`config.mk`:
```
export PLATFORM = sky130hd
export DESIGN_NAME = ram16_copier
export DESIGN_NICKNAME = d
export VERILOG_FILES = /design/src/rtl/ram16_copier.sv
export SDC_FILE = /design/constraint.sdc
export NUM_CORES = 1
export LEC_CHECK = 0
export BUFFER_PORTS_ARGS = -buffer_cell sky130_fd_sc_hd__buf_2
export CORE_ASPECT_RATIO = 1.5
export CORE_MARGIN = 2
export CORE_UTILIZATION = 27
export DETAILED_ROUTE_END_ITERATION = 10
export GPL_ROUTABILITY_DRIVEN = 0
export PLACE_DENSITY = 0.53
export SLEW_MARGIN = 15
export SYNTH_ARGS = -nofsm -noshare
export SYNTH_HDL_FRONTEND = slang
export SYNTH_SLANG_ARGS = --single-unit
```
`constraint.sdc`:
```
create_clock -name clk -period 4.25 [get_ports clk]
set_input_delay 0.85 -clock clk [delete_from_list [all_inputs] [get_ports clk]]
set_output_delay 0.85 -clock clk [all_outputs]
set_load 0.01 [all_outputs]
```
`src/rtl/ram16_copier.sv`:
```
// ram16_copier: block copier for the 16-bit-word, byte-addressed scratch RAM.
// Moves one word every two cycles (read, then write). The copy direction is
// chosen at start so that overlapping source/destination ranges behave like
// memmove. While busy, this block owns the RAM address, data and strobes.
module ram16_copier #(
  parameter int addrSize  = 9,
  parameter int countSize = 8
) (
  input  logic                 clk,
  input  logic                 reset,
  input  logic                 start,
  input  logic [addrSize-1:0]  src_addr,
  input  logic [addrSize-1:0]  dst_addr,
  input  logic [countSize-1:0] word_count,
  output logic                 busy,
  output logic                 done,
  output logic [addrSize-1:0]  ram_addr,
  output logic [15:0]          ram_data_out,
  output logic                 ram_write_rq,
  output logic                 ram_output_en,
  input  logic [15:0]          ram_data_in
);

  localparam int CW = addrSize + 1;

  typedef enum logic [1:0] {IDLE, READ, WRITE, DONE} state_t;

  state_t                 state_reg;
  logic [addrSize-1:0]    src_ptr_reg;
  logic [addrSize-1:0]    dst_ptr_reg;
  logic [countSize-1:0]   remaining_reg;
  logic                   desc_reg;
  logic                   write_rq_reg;
  logic                   output_en_reg;

  // Start-time direction decision, done on unwrapped addresses so a range
  // that runs past the top of memory is still compared correctly.
  logic [CW-1:0]          src_wide;
  logic [CW-1:0]          dst_wide;
  logic [CW-1:0]          span_wide;
  logic [CW-1:0]          end_wide;
  logic                   start_desc;
  logic [countSize-1:0]   last_index;
  logic [addrSize-1:0]    last_offset;
  logic [addrSize-1:0]    start_src;
  logic [addrSize-1:0]    start_dst;
  logic [addrSize-1:0]    src_step;
  logic [addrSize-1:0]    dst_step;

  assign src_wide    = {1'b0, src_addr};
  assign dst_wide    = {1'b0, dst_addr};
  assign span_wide   = CW'({word_count, 1'b0});
  assign end_wide    = src_wide + span_wide;
  assign start_desc  = (dst_wide > src_wide) && (dst_wide < end_wide);

  // Descending copies begin at the last word of each block.
  assign last_index  = word_count - countSize'(1);
  assign last_offset = addrSize'({last_index, 1'b0});
  assign start_src   = start_desc ? src_addr + last_offset : src_addr;
  assign start_dst   = start_desc ? dst_addr + last_offset : dst_addr;

  // Pointer advance by one word; arithmetic wraps at the top of memory.
  assign src_step = desc_reg ? src_ptr_reg - addrSize'(2) : src_ptr_reg + addrSize'(2);
  assign dst_step = desc_reg ? dst_ptr_reg - addrSize'(2) : dst_ptr_reg + addrSize'(2);

  // Strobes are qualified by reset so an abort cancels a write that is
  // already on the bus instead of letting it land on the reset edge.
  assign ram_write_rq  = write_rq_reg  & reset;
  assign ram_output_en = output_en_reg & reset;

  // Copy sequencer: all bus outputs are set up one edge ahead of their cycle.
  always_ff @(posedge clk) begin
    if (!reset) begin
      state_reg     <= IDLE;
      src_ptr_reg   <= '0;
      dst_ptr_reg   <= '0;
      remaining_reg <= '0;
      desc_reg      <= 1'b0;
      write_rq_reg  <= 1'b0;
      output_en_reg <= 1'b0;
      busy          <= 1'b0;
      done          <= 1'b0;
      ram_addr      <= '0;
      ram_data_out  <= '0;
    end else begin
      case (state_reg)
        IDLE: begin
          busy          <= 1'b0;
          done          <= 1'b0;
          write_rq_reg  <= 1'b0;
          output_en_reg <= 1'b0;
          ram_addr      <= '0;
          ram_data_out  <= '0;
          if (start) begin
            src_ptr_reg   <= start_src;
            dst_ptr_reg   <= start_dst;
            remaining_reg <= word_count;
            desc_reg      <= start_desc;
            busy          <= 1'b1;
            if (word_count == '0) begin
              state_reg <= DONE;
              done      <= 1'b1;
            end else begin
              state_reg     <= READ;
              ram_addr      <= start_src;
              output_en_reg <= 1'b1;
            end
          end
        end

        READ: begin
          // ram_data_out doubles as the holding register for the word in flight.
          ram_data_out  <= ram_data_in;
          ram_addr      <= dst_ptr_reg;
          output_en_reg <= 1'b0;
          write_rq_reg  <= 1'b1;
          state_reg     <= WRITE;
        end

        WRITE: begin
          src_ptr_reg   <= src_step;
          dst_ptr_reg   <= dst_step;
          remaining_reg <= remaining_reg - countSize'(1);
          write_rq_reg  <= 1'b0;
          ram_data_out  <= '0;
          if (remaining_reg > countSize'(1)) begin
            state_reg     <= READ;
            ram_addr      <= src_step;
            output_en_reg <= 1'b1;
          end else begin
            state_reg <= DONE;
            ram_addr  <= '0;
            done      <= 1'b1;
          end
        end

        DONE: begin
          done      <= 1'b0;
          busy      <= 1'b0;
          state_reg <= IDLE;
        end

        default: begin
          state_reg <= IDLE;
        end
      endcase
    end
  end

endmodule

```
* Yosys cells after proc, flatten, opt, wreduce, memory -nomap -nowiden
Cells that the tools add are included.
** Word-level totals
- Input bits :: 45
- Flip-flop bits (word level) :: 58
** Operators by class
- Equality and inequality tests :: 6
- Bitwise logic cells :: 2
- Order comparisons :: 3
- Add/subtract/negate cells :: 9
- Mux-type cells :: 30
- Reductions and logical operators :: 13
** Operator list (count)
- $mux 9 :: 9
- $pmux 9 s2 :: 2
- $pmux 16 s2 :: 1
- $pmux 9 s3 :: 1
- $add 9x2->9 const B :: 2
- $add 9x9->9 :: 2
- $sub 9x2->9 const B :: 2
- $pmux 8 s2 :: 1
- $sub 8x1->8 const B :: 2
- $add 9x9->10 :: 1
- $lt 9x10->1 :: 1
- $gt 9x9->1 :: 1
- $gt 8x1->1 const B :: 1
- $logic_not 8->1 :: 1
- $mux 8 :: 1
- $pmux 2 s4 :: 1
- $reduce_and 2->1 :: 4
- $mux 1 :: 7
- $mux 2 :: 3
- $ne 2x2->1 const B :: 3
- $pmux 1 s3 :: 2
- $reduce_bool 2->1 :: 3
- $reduce_bool 3->1 :: 2
- $eq 2x2->1 const B :: 2
- other kinds (6) :: 8

* Logic depth before layout (Yosys ltp)
Gate-level depths: netlist of run 1.
- Depth after elaboration :: 7
- Depth in mapped cells :: 17
- Mapped depth without buffers :: 16

* Worst setup path before layout of run 1
OpenSTA, ideal clock, no wires.
- Path type :: input-to-reg
- Start point :: in src_addr[1]
- End point :: reg dst_ptr_reg[7]
- Setup time :: 116 ps
- Data arrival time :: 3720 ps
- Slack :: 414 ps
- Data required time :: 4134 ps
- Stages on the path :: 16
- Path through :: ha_1 > inv_1 > fa_1 > nor2b_1 > o31a_1 > o21ai_0 > nand2b_1 > xnor2_1 > ha_1 > nand2_1 > nor2_1 > a2111o_1 > o211a_4 > nor2_4 > mux2_1 > o211a_1
** On the way
- Word-level cells in the longest chain between the ends :: 6
- Elaborated cells on any way between the ends :: 7
** Ends and longest elaborated chain
- from (decl) :: line 12 : input logic [addrSize-1:0] src_addr,
- $add 9x9->10 :: line 53 : assign end_wide = src_wide + span_wide;
- $lt 9x10->1 :: line 54 : assign start_desc = (dst_wide > src_wide) && (dst_wide < end_wide);
- $logic_and 1x1->1 * :: line 54
- $mux 9 * :: line 60 : assign start_dst = start_desc ? dst_addr + last_offset : dst_addr;
- $mux 9 * :: line 94 : if (start) begin
- $pmux 9 s2 * :: line 86 : case (state_reg)
- to (signal assigned) :: line 96 : dst_ptr_reg <= start_dst;
- to (signal assigned) :: line 122 : dst_ptr_reg <= dst_step;
- to (decl) :: line 30 : logic [addrSize-1:0] dst_ptr_reg;
Mark *: on every way between the ends. The rest lies on a longest branch, timed or not. The select of a mux whose other input is x is not followed.
A chain may end at the register's enable or synchronous reset.

* Worst setup path in the final report of run 1
- Start point :: in src_addr[2]
- End point :: reg dst_ptr_reg[7]
The elaborated chain is that of the path after synthesis.

==> impl_results.md, run 1 <==
* # rows at 60
* Final Hold Vio Count at 0
* Core area at 0.01787 mm2
* Vias after detailed routing at 4729
* Grt ovf at 0
* Switching share of power at 41.32%
* Synth top area share at 23.73%
* FFs w/ async S/R, synth at 0%
* First-pass DRT Iterations at 5
* Global Route met2 Usage at 31.50%
* Mean Syn Cell Area at 8.113 um2
* Top post-synthesis cells by area: dfxtp_1 (24%), ha_1 (16%), a21oi_1 (5.9%), nor2_1 (4.1%), o21ai_0 (3.9%)
* Arrival time at the worst endpoint at 4070 ps
* Routed Antenna Nets at 0
* Peak supply drop at 0.2075 mV
* First-pass GRT wire length at 25140 um
* Leakage at 0.002555 uW
* Detailed Place HPWL at 12530 um
* Layout Skew at 10.97 ps
* Post-CTS Setup Bufs at 0
* Most frequent cells after synthesis: ha_1 (62), a21oi_1 (58), dfxtp_1 (58)
* Layout cells sized above 1 at 17.62%
* Final Critical Period at 3852 ps
* Max-slew violation count at 0
* Post-synthesis cell type count at 68
* Pre-CTS WS at 61.33 ps
* Critical path peak fanout at 6
* CTS sink cnt at 58
* Setup CP Type: in -> reg
* Area leader, netlist: dfxtp_1
* Most frequent cell after synthesis: ha_1
* Total GRT Usage at 16.71%
* WL/cell at 17.16 um
* Crit path launch type: primary input
* Period utilisation layout at 90.64%
* Clk network pwr share at 26.1%
* Syn nets at 715
* Worst EP required at 4470 ps
* # IOs at 74
* # DRC at 0
* Setup TNS Final at 0 ps
* Final setup fails at 0
* Min Hold Slack at 464.2 ps
* Pin count of the biggest net entering global routing at 36
* Largest Register: ram_data_out
* Vias per cell at 5.266
* Yosys warns at 0
* Antenna cells at 0
* CTS tree: yes
* Worst slew pin tran at 832.2 ps
* Sw power at 1236 uW
* Final WL at 15410 um
* Hold Buf Count CTS at 0
* Slew headroom at 44.09%
* PnR worst setup slack at 398.0 ps
* Final total power at 2990 uW
* Status: finished, final reports clean
* Syn Inst Count at 603
* Comb power frac at 46.7%
* Worst setup EP type: flop
* Die Ht at 168.9 um
* Number of synthesized flops with an enable pin at 0
* Met1 Track Usage GR at 18.44%
* Synth Cell Area at 0.004892 mm2
* Initial antenna violation count at 0
* # resized after CTS at 0
* F_max at 259.6 MHz
* Pwr/cell area at 510.6 mW/mm2
* Flop pwr share at 27.1%
* Vias in the first global route at 4794
* Clock tree buffer depth at 2
* TritonCTS Buffers at 9
* Flops & latches, synth at 58
* Hold Path Class: reg -> reg
* Initial Utilization at 27.38%
* Die W at 113.9 um
* Detailed router's first-iteration violation count at 193
* Fill cells at 1938
* Seq/Total Area, Yosys at 23.73%
* H-tree Lvls at 3
* Port bufs at 73
* Clk pin slew, worst setup/hold paths at 50 ps
* RSZ-0062 raised after global routing: no
* Largest register FFs at 16
* Prevailing post-synth register cell: dfxtp_1
* M3 GR Usage at 1.862%
* Max cap viols at 0
* Int Pwr at 1754 uW
* Worst skew pair latency at 330 ps
* Layer with the highest usage: met2
* Area grow syn2layout at 19.69%
* Root Buffer: clkbuf_16
* DIE AREA at 0.01923 mm2
* Nets at 789
## layer usage
metal,routed length (um),vias to the layer above
met5,0,-
met4,518,0
met3,403,30
met2,8242,104
met1,6247,2201
li1,-,2394
## critical path, stage by stage
cell,delay (ps)
buf_2,140
inv_1,120
fa_1,470
nor2b_1,160
o31a_1,210
o21ai_0,100
nand2b_1,90
xnor2_1,120
ha_1,270
nand2_1,70
nor2_1,40
a2111o_1,460
o211a_4,300
nor2_4,120
mux2_1,330
o211a_1,230
## cells in the final DEF (no fill, tap or decap), drive strengths merged, types with 19 or more instances in the layout
cell,n
xnor2,19
nor2,55
nand3,20
inv,39
nand2,33
ha,62
buf,87
nor3,22
o21ai,39
a21oi,58
dfxtp,58
## cell families (layout without fill, tap and decap cells)
family | Yosys count | after routing | share of synthesized area (%)
flops | 58 | 58 | 23.73
fa+ha+maj | 67 | 67 | 17.90
xor+xnor | 30 | 30 | 5.371
simple gates | 173 | 173 | 18.08
buf+inv | 63 | 141 | 4.962
compound gates | 206 | 206 | 28.70
mux | 6 | 6 | 1.253
## power groups by stage
| stage | Combinational [uW] | Clock [uW] | Sequential, uW |
|---|---|---|---|
| detailed placement | 1400 | 0 | 821 |
| global route | 1570 | 829 | 833 |
| finish | 1400 | 781 | 811 |
| floorplan | 962 | 0 | 819 |
| CTS | 1410 | 804 | 811 |
| global placement | 1400 | 0 | 824 |
## layout make-up
type / count / area, um2 / area share (%)
multi-input combinational: 482 / 3488 / 59.57
inverter: 39 / 146.4 / 2.500
clock buffer: 10 / 239.0 / 4.081
clock inverter: 5 / 78.83 / 1.346
timing repair buffer: 87 / 470.5 / 8.034
sequential: 58 / 1161 / 19.83
tap: 217 / 271.5 / 4.637
## final timing paths
kind                                                  start  slack (ps)                           to  cells past startpoint
worst max-delay path                            src_addr[2]         400  dst_ptr_reg[7]$_SDFFE_PN0P_                     16
worst min-delay path            src_ptr_reg[0]$_SDFFE_PN0P_         460  src_ptr_reg[0]$_SDFFE_PN0P_                      2
worst max register to register    state_reg[0]$_SDFFE_PN0P_        1490  dst_ptr_reg[8]$_SDFFE_PN0P_                      9
worst min register to register  src_ptr_reg[0]$_SDFFE_PN0P_         460  src_ptr_reg[0]$_SDFFE_PN0P_                      2
## through the flow
stage,cells,area (um2),util [%]
after global placement,883,5538,30.99
after CTS,898,5856,32.77
after floorplan,603,4892,-
final,898,5856,32.77
after global routing,898,5856,32.77
after detailed placement,883,5538,30.99
Power figures use the tool's default switching activity.
==> run 2, diff against run 1 <==
- GPL_TIMING_DRIVEN: unset -> 0
- clock period: 4.25 -> 4.8 ns (I/O delays scaled with it)
==> impl_results.md, run 2 (same netlist as run 1, synthesis figures left out) <==
* Status: finished, final reports clean (unchanged)
* Layout Skew at 10.82 ps (was 10.97 ps)
* Hold EP: ram_data_out[1]$_SDFFE_PN0P_ (was src_ptr_reg[0]$_SDFFE_PN0P_)
* Area grow syn2layout at 19.46% (was 19.69%)
* Final WL at 16330 um (was 15410 um)
* # DRC at 0 (unchanged)
* Worst setup EP type: flop (unchanged)
* Finished Layout Cells at 908 (was 898)
* Finished Cell Area at 0.005844 mm2 (was 0.005856 mm2)
* Layout cells sized above 1 at 15.63% (was 17.62%)
* Core area at 0.01787 mm2 (unchanged)
* PnR worst setup slack at 507.6 ps (was 398.0 ps)
* Nets at 798 (was 789)
* Port bufs at 72 (was 73)
* Final Hold Vio Count at 0 (unchanged)
* Largest register FFs at 16 (unchanged)
* Period utilisation layout at 89.42%
* Dpl cell area at 0.005524 mm2 (was 0.005538 mm2)
* TritonCTS Buffers at 9 (unchanged)
* Pin count of the biggest net entering global routing at 19 (was 36)
* Max cap viols at 0 (unchanged)
* Hold Path Class: reg -> reg (unchanged)
* Most frequent cells in the layout: buf_2 (74), ha_1 (62), a21oi_1 (58), dfxtp_1 (58), nor2_1 (53) (was buf_2 (73), ha_1 (62), a21oi_1 (58), dfxtp_1 (58), nor2_1 (53))
* Detailed router's first-iteration violation count at 251 (was 193)
* First-pass GRT wire length at 25210 um (was 25140 um)
* Worst slew pin tran at 920.8 ps (was 832.2 ps)
* First-pass DRT Iterations at 4 (was 5)
* Final setup fails at 0 (unchanged)
* Register-to-register setup slack at 1840 ps (was 1490 ps)
* # IOs at 74 (unchanged)
* Crit path launch type: primary input (unchanged)
* Vias per cell at 5.335 (was 5.266)
* Critical path peak fanout at 10 (was 6)
* Setup TNS Final at 0 ps (unchanged)
* Initial antenna violation count at 0 (unchanged)
* Worst skew pair latency at 330 ps (about the same)
* Die Ht at 168.9 um (unchanged)
* # rows at 60 (unchanged)
* Leakage at 0.002516 uW (was 0.002555 uW)
* Final Critical Period at 4292 ps
* Post-CTS Setup Bufs at 0 (unchanged)
* WL/cell at 17.99 um (was 17.16 um)
* Largest Register: ram_data_out (unchanged)
* Root Buffer: clkbuf_16 (unchanged)
* Initial Utilization at 27.38% (unchanged)
* Antenna cells at 0 (unchanged)
* Commonest non-fill, non-tap cell in the layout: buf_2 (unchanged)
* # resized after CTS at 0 (unchanged)
* Total GRT Usage at 17.02% (was 16.71%)
* Vias in the first global route at 4800 (was 4794)
* CTS sink cnt at 58 (unchanged)
* Clock tree buffer depth at 2 (unchanged)
* Routed Antenna Nets at 0 (unchanged)
* Slew headroom at 38.39% (was 44.09%)
* Hold depth at 1 (was 2)
* RSZ-0062 raised after global routing: no (unchanged)
* Vias after detailed routing at 4844 (was 4729)
* Hold Buf Count CTS at 0 (unchanged)
* Worst R2R End: remaining_reg[3]$_SDFFE_PN0P_ (was dst_ptr_reg[8]$_SDFFE_PN0P_)
* Cell count after placement at 892 (was 883)
* Die W at 113.9 um (unchanged)
* Detailed Place HPWL at 13240 um (was 12530 um)
* Reg2Reg Depth at 10 (was 9)
* Setup CP Type: in -> reg (unchanged)
* DIE AREA at 0.01923 mm2 (unchanged)
* Hold Startpoint: ram_data_out[1]$_SDFFE_PN0P_ (was src_ptr_reg[0]$_SDFFE_PN0P_)
* Clk pin slew, worst setup/hold paths at 60 ps (was 50 ps)
* H-tree Lvls at 3 (unchanged)
* F_max at 233.0 MHz
* Pwr/cell area at 459.3 mW/mm2 (was 510.6 mW/mm2)
* Arrival time at the worst endpoint at 4490 ps (was 4070 ps)
* CTS tree: yes (unchanged)
* R2R Path Start: state_reg[0]$_SDFFE_PN0P_ (unchanged)
* Grt ovf at 0 (unchanged)
* Pre-CTS WS at 119.9 ps (was 61.33 ps)
* Worst EP required at 5000 ps (was 4470 ps)
* Peak supply drop at 0.1839 mV (was 0.2075 mV)
* Max-slew violation count at 0 (unchanged)
## run 2: worst max-delay path by stage
stage                  startpoint                     endpoint  slack, ps  cells past startpoint
global placement    word_count[0]  dst_ptr_reg[2]$_SDFFE_PN0P_        140                     18
detailed placement  word_count[0]  dst_ptr_reg[2]$_SDFFE_PN0P_        120                     18
finish              word_count[0]  dst_ptr_reg[2]$_SDFFE_PN0P_        510                     18
global route        word_count[0]  dst_ptr_reg[2]$_SDFFE_PN0P_        190                     18
CTS                 word_count[0]  dst_ptr_reg[2]$_SDFFE_PN0P_        460                     18
floorplan             src_addr[1]  dst_ptr_reg[7]$_SDFFE_PN0P_        850                     16
## run 2: cell type report
cell class                 instances  area, um2
fill                            1933      12020
buffer                            24      96.34
clock inverter                     5      77.57
sequential                        58       1161
inverter                          39      146.4
tap                              217      271.5
multi-input combinational        482       3488
clock buffer                      11      242.7
timing repair buffer              72      360.3
## run 2: worst max-delay path, cell delays in order
cell and delay [ps]:
buf_2 190, ha_1 200, inv_1 60, fa_1 390, nor2b_1 180, o31a_1 240, o21ai_0 100, nand2b_1 90
xnor2_1 140, ha_1 290, nand2_1 70, nor2_1 40, a2111o_1 450, o211ai_4 330, nand2_2 110, buf_2 220
a211oi_1 300, o32ai_1 130
## run 2: power by group
part,leakage (uW),switching [uW],internal [uW]
Combinational,0.00189,797,462
Sequential,0.000476,107,612
Clock,0.000156,239,467
Total,0.00252,1140,1540
## run 2: through the flow
stage | total power (uW) | util, % | hold WS (ps)
after detailed placement | 1979 | 30.92 | 449.7
after global placement | 1972 | 30.92 | 438.5
after CTS | 2696 | 32.71 | 458.6
after global routing | 2871 | 32.71 | 478.1
final | 2684 | 32.71 | 465.2
after floorplan | 1577 | - | 431.6
## run 2: routing by layer
layer | up-vias | GRT usage [%] | share of wire (%) | wire length (um)
li1 | 2400 | - | - | -
met4 | 0 | 11.61 | 6.4 | 1040
met5 | - | 0 | 0 | 0
met1 | 2256 | 17.87 | 39 | 6374
met2 | 143 | 31.37 | 52 | 8413
met3 | 45 | 1.862 | 3.1 | 505
==> run 3, diff against run 2 <==
- CTS_BUF_LIST: unset -> sky130_fd_sc_hd__clkbuf_8
==> impl_results.md, run 3 (same netlist as run 1, synthesis figures left out) <==
* Min Hold Slack at 468.7 ps (was 465.2 ps)
* # IOs at 74 (unchanged)
* Post-CTS Setup Bufs at 0 (unchanged)
* Grt ovf at 0 (unchanged)
* CP Cell Sequence: buf_2, ha_1, inv_1, fa_1, nor2b_1, o31a_1, o21ai_0, nand2b_1, xnor2_1, ha_1, nand2_1, nor2_1, a2111o_1, o211ai_4, nand2_2, buf_2, a211oi_1, o32ai_1 (unchanged)
* Final WL at 16310 um (was 16330 um)
* Buf/Inv on CP at 3 (unchanged)
* Crit path launch type: primary input (unchanged)
* Die W at 113.9 um (unchanged)
* Final Critical Period at 4272 ps (was 4292 ps)
* Routed Antenna Nets at 0 (unchanged)
* Root Buffer: clkbuf_8 (was clkbuf_16)
* Commonest non-fill, non-tap cell in the layout: buf_2 (unchanged)
* F_max at 234.1 MHz (was 233.0 MHz)
* Total GRT Usage at 16.99% (was 17.02%)
* Hold Path Class: reg -> reg (unchanged)
* # rows at 60 (unchanged)
* Final setup fails at 0 (unchanged)
* Multi-input combinational cell area at 0.003488 mm2 (unchanged)
* Layout cells sized above 1 at 15.63% (unchanged)
* Most frequent cells in the layout: buf_2 (74), ha_1 (62), a21oi_1 (58), dfxtp_1 (58), nor2_1 (53) (unchanged)
* Final core occ at 32.14% (was 32.71%)
* CTS tree: yes (unchanged)
* Core area at 0.01787 mm2 (unchanged)
* Pin count of the biggest net entering global routing at 19 (unchanged)
* Register-to-register setup slack at 1840 ps (about the same)
* Status: finished, final reports clean (unchanged)
* Peak supply drop at 0.1459 mV (was 0.1839 mV)
* Leakage at 0.002474 uW (was 0.002516 uW)
* Finished Layout Cells at 908 (unchanged)
* Fill cells at 1943 (was 1933)
* RSZ-0062 raised after global routing: no (unchanged)
* DIE AREA at 0.01923 mm2 (unchanged)
* Largest Register: ram_data_out (unchanged)
* Vias per cell at 5.317 (was 5.335)
* Initial Utilization at 27.38% (unchanged)
* Pwr/cell area at 433.7 mW/mm2 (was 459.3 mW/mm2)
* Final Hold Vio Count at 0 (unchanged)
* Largest register FFs at 16 (unchanged)
* Antenna cells at 0 (unchanged)
* Area grow syn2layout at 17.39% (was 19.46%)
* First-pass GRT wire length at 25110 um (was 25210 um)
* Initial antenna violation count at 0 (unchanged)
* Worst setup EP type: flop (unchanged)
* Vias after detailed routing at 4828 (was 4844)
* Max cap viols at 0 (unchanged)
* Detailed router's first-iteration violation count at 228 (was 251)
* CP top delay family: compound AO/OA/AOI/OAI gates (unchanged)
* Critical-path top delay cell: a2111o_1 (unchanged)
* Setup CP Type: in -> reg (unchanged)
* Slew headroom at 34.76% (was 38.39%)
* WL/cell at 17.96 um (was 17.99 um)
* Hold Buf Count CTS at 0 (unchanged)
* Worst EP required at 5020 ps (was 5000 ps)
* Setup TNS Final at 0 ps (unchanged)
* Die Ht at 168.9 um (unchanged)
* Register Area at 0.001161 mm2 (unchanged)
* TritonCTS Buffers at 9 (unchanged)
* Max-slew violation count at 0 (unchanged)
* First-pass DRT Iterations at 4 (unchanged)
* Vias in the first global route at 4821 (was 4800)
* # DRC at 0 (unchanged)
* Nets at 798 (unchanged)
* H-tree Lvls at 3 (unchanged)
* Worst slew pin tran at 975.0 ps (was 920.8 ps)
* Period utilisation layout at 89.01% (was 89.42%)
* Clock tree buffer depth at 2 (unchanged)
* Detailed Place HPWL at 13240 um (unchanged)
* Port bufs at 72 (unchanged)
* Arrival time at the worst endpoint at 4490 ps (about the same)
* Layout Skew at 14.72 ps (was 10.82 ps)
* CTS sink cnt at 58 (unchanged)
* # resized after CTS at 0 (unchanged)
* Cell count after placement at 892 (unchanged)
* Critical path peak fanout at 10 (unchanged)
* Clk pin slew, worst setup/hold paths at 80 ps (was 60 ps)
* Worst skew pair latency at 350 ps (was 330 ps)
* Slowest stage delay, CP at 450 ps (about the same)
==> run 3: final timing paths <==
check | startpoint | endpoint | cells after the start
hold reg to reg | src_ptr_reg[0]$_SDFFE_PN0P_ | src_ptr_reg[0]$_SDFFE_PN0P_ | 2
hold / removal | src_ptr_reg[0]$_SDFFE_PN0P_ | src_ptr_reg[0]$_SDFFE_PN0P_ | 2
setup / recovery | word_count[0] | dst_ptr_reg[2]$_SDFFE_PN0P_ | 18
setup reg to reg | state_reg[0]$_SDFFE_PN0P_ | ram_addr[4]$_SDFFE_PN0N_ | 8
==> run 3: routing by layer <==
layer  routed length, um  GRT usage [%]  up-vias
li1                    -              -     2394
met1                6303          17.65     2257
met2                8308          31.14      128
met3                 550          1.969       49
met4                1144          12.20        0
met5                   0              0        -
==> run 3: layout make-up <==
cell class	instances	area share [%]
Sequential cell	58	20.22
Clock inverter	6	1.416
Buffer	24	1.678
Tap cell	217	4.728
Multi-Input combinational cell	482	60.74
Clock buffer	10	2.397
Timing Repair Buffer	72	6.275
Inverter	39	2.549
==> run 3: power breakdown <==
group / internal, uW / switching [uW] / total, uW
logic: 462 / 793 / 1260
registers: 611 / 107 / 718
clock network: 303 / 214 / 517
==> run 3: worst reg2reg max path: stages (launching register included) <==
cell	delay, ps
dfxtp_1	440
inv_1	130
ha_1	320
clkbuf_1	300
inv_1	240
nand2_1	110
nor2_1	750
nand3_1	360
o22ai_1	230
==> run 3: metrics by stage <==
stage / area (um2) / setup WS (ps) / total power [uW]
finish: 5743 / 527.6 / 2490
detailed placement: 5524 / 119.9 / 1979
CTS: 5743 / 491.0 / 2509
floorplan: 4892 / 853.6 / 1577
global placement: 5524 / 140.6 / 1972
global route: 5743 / 225.2 / 2678
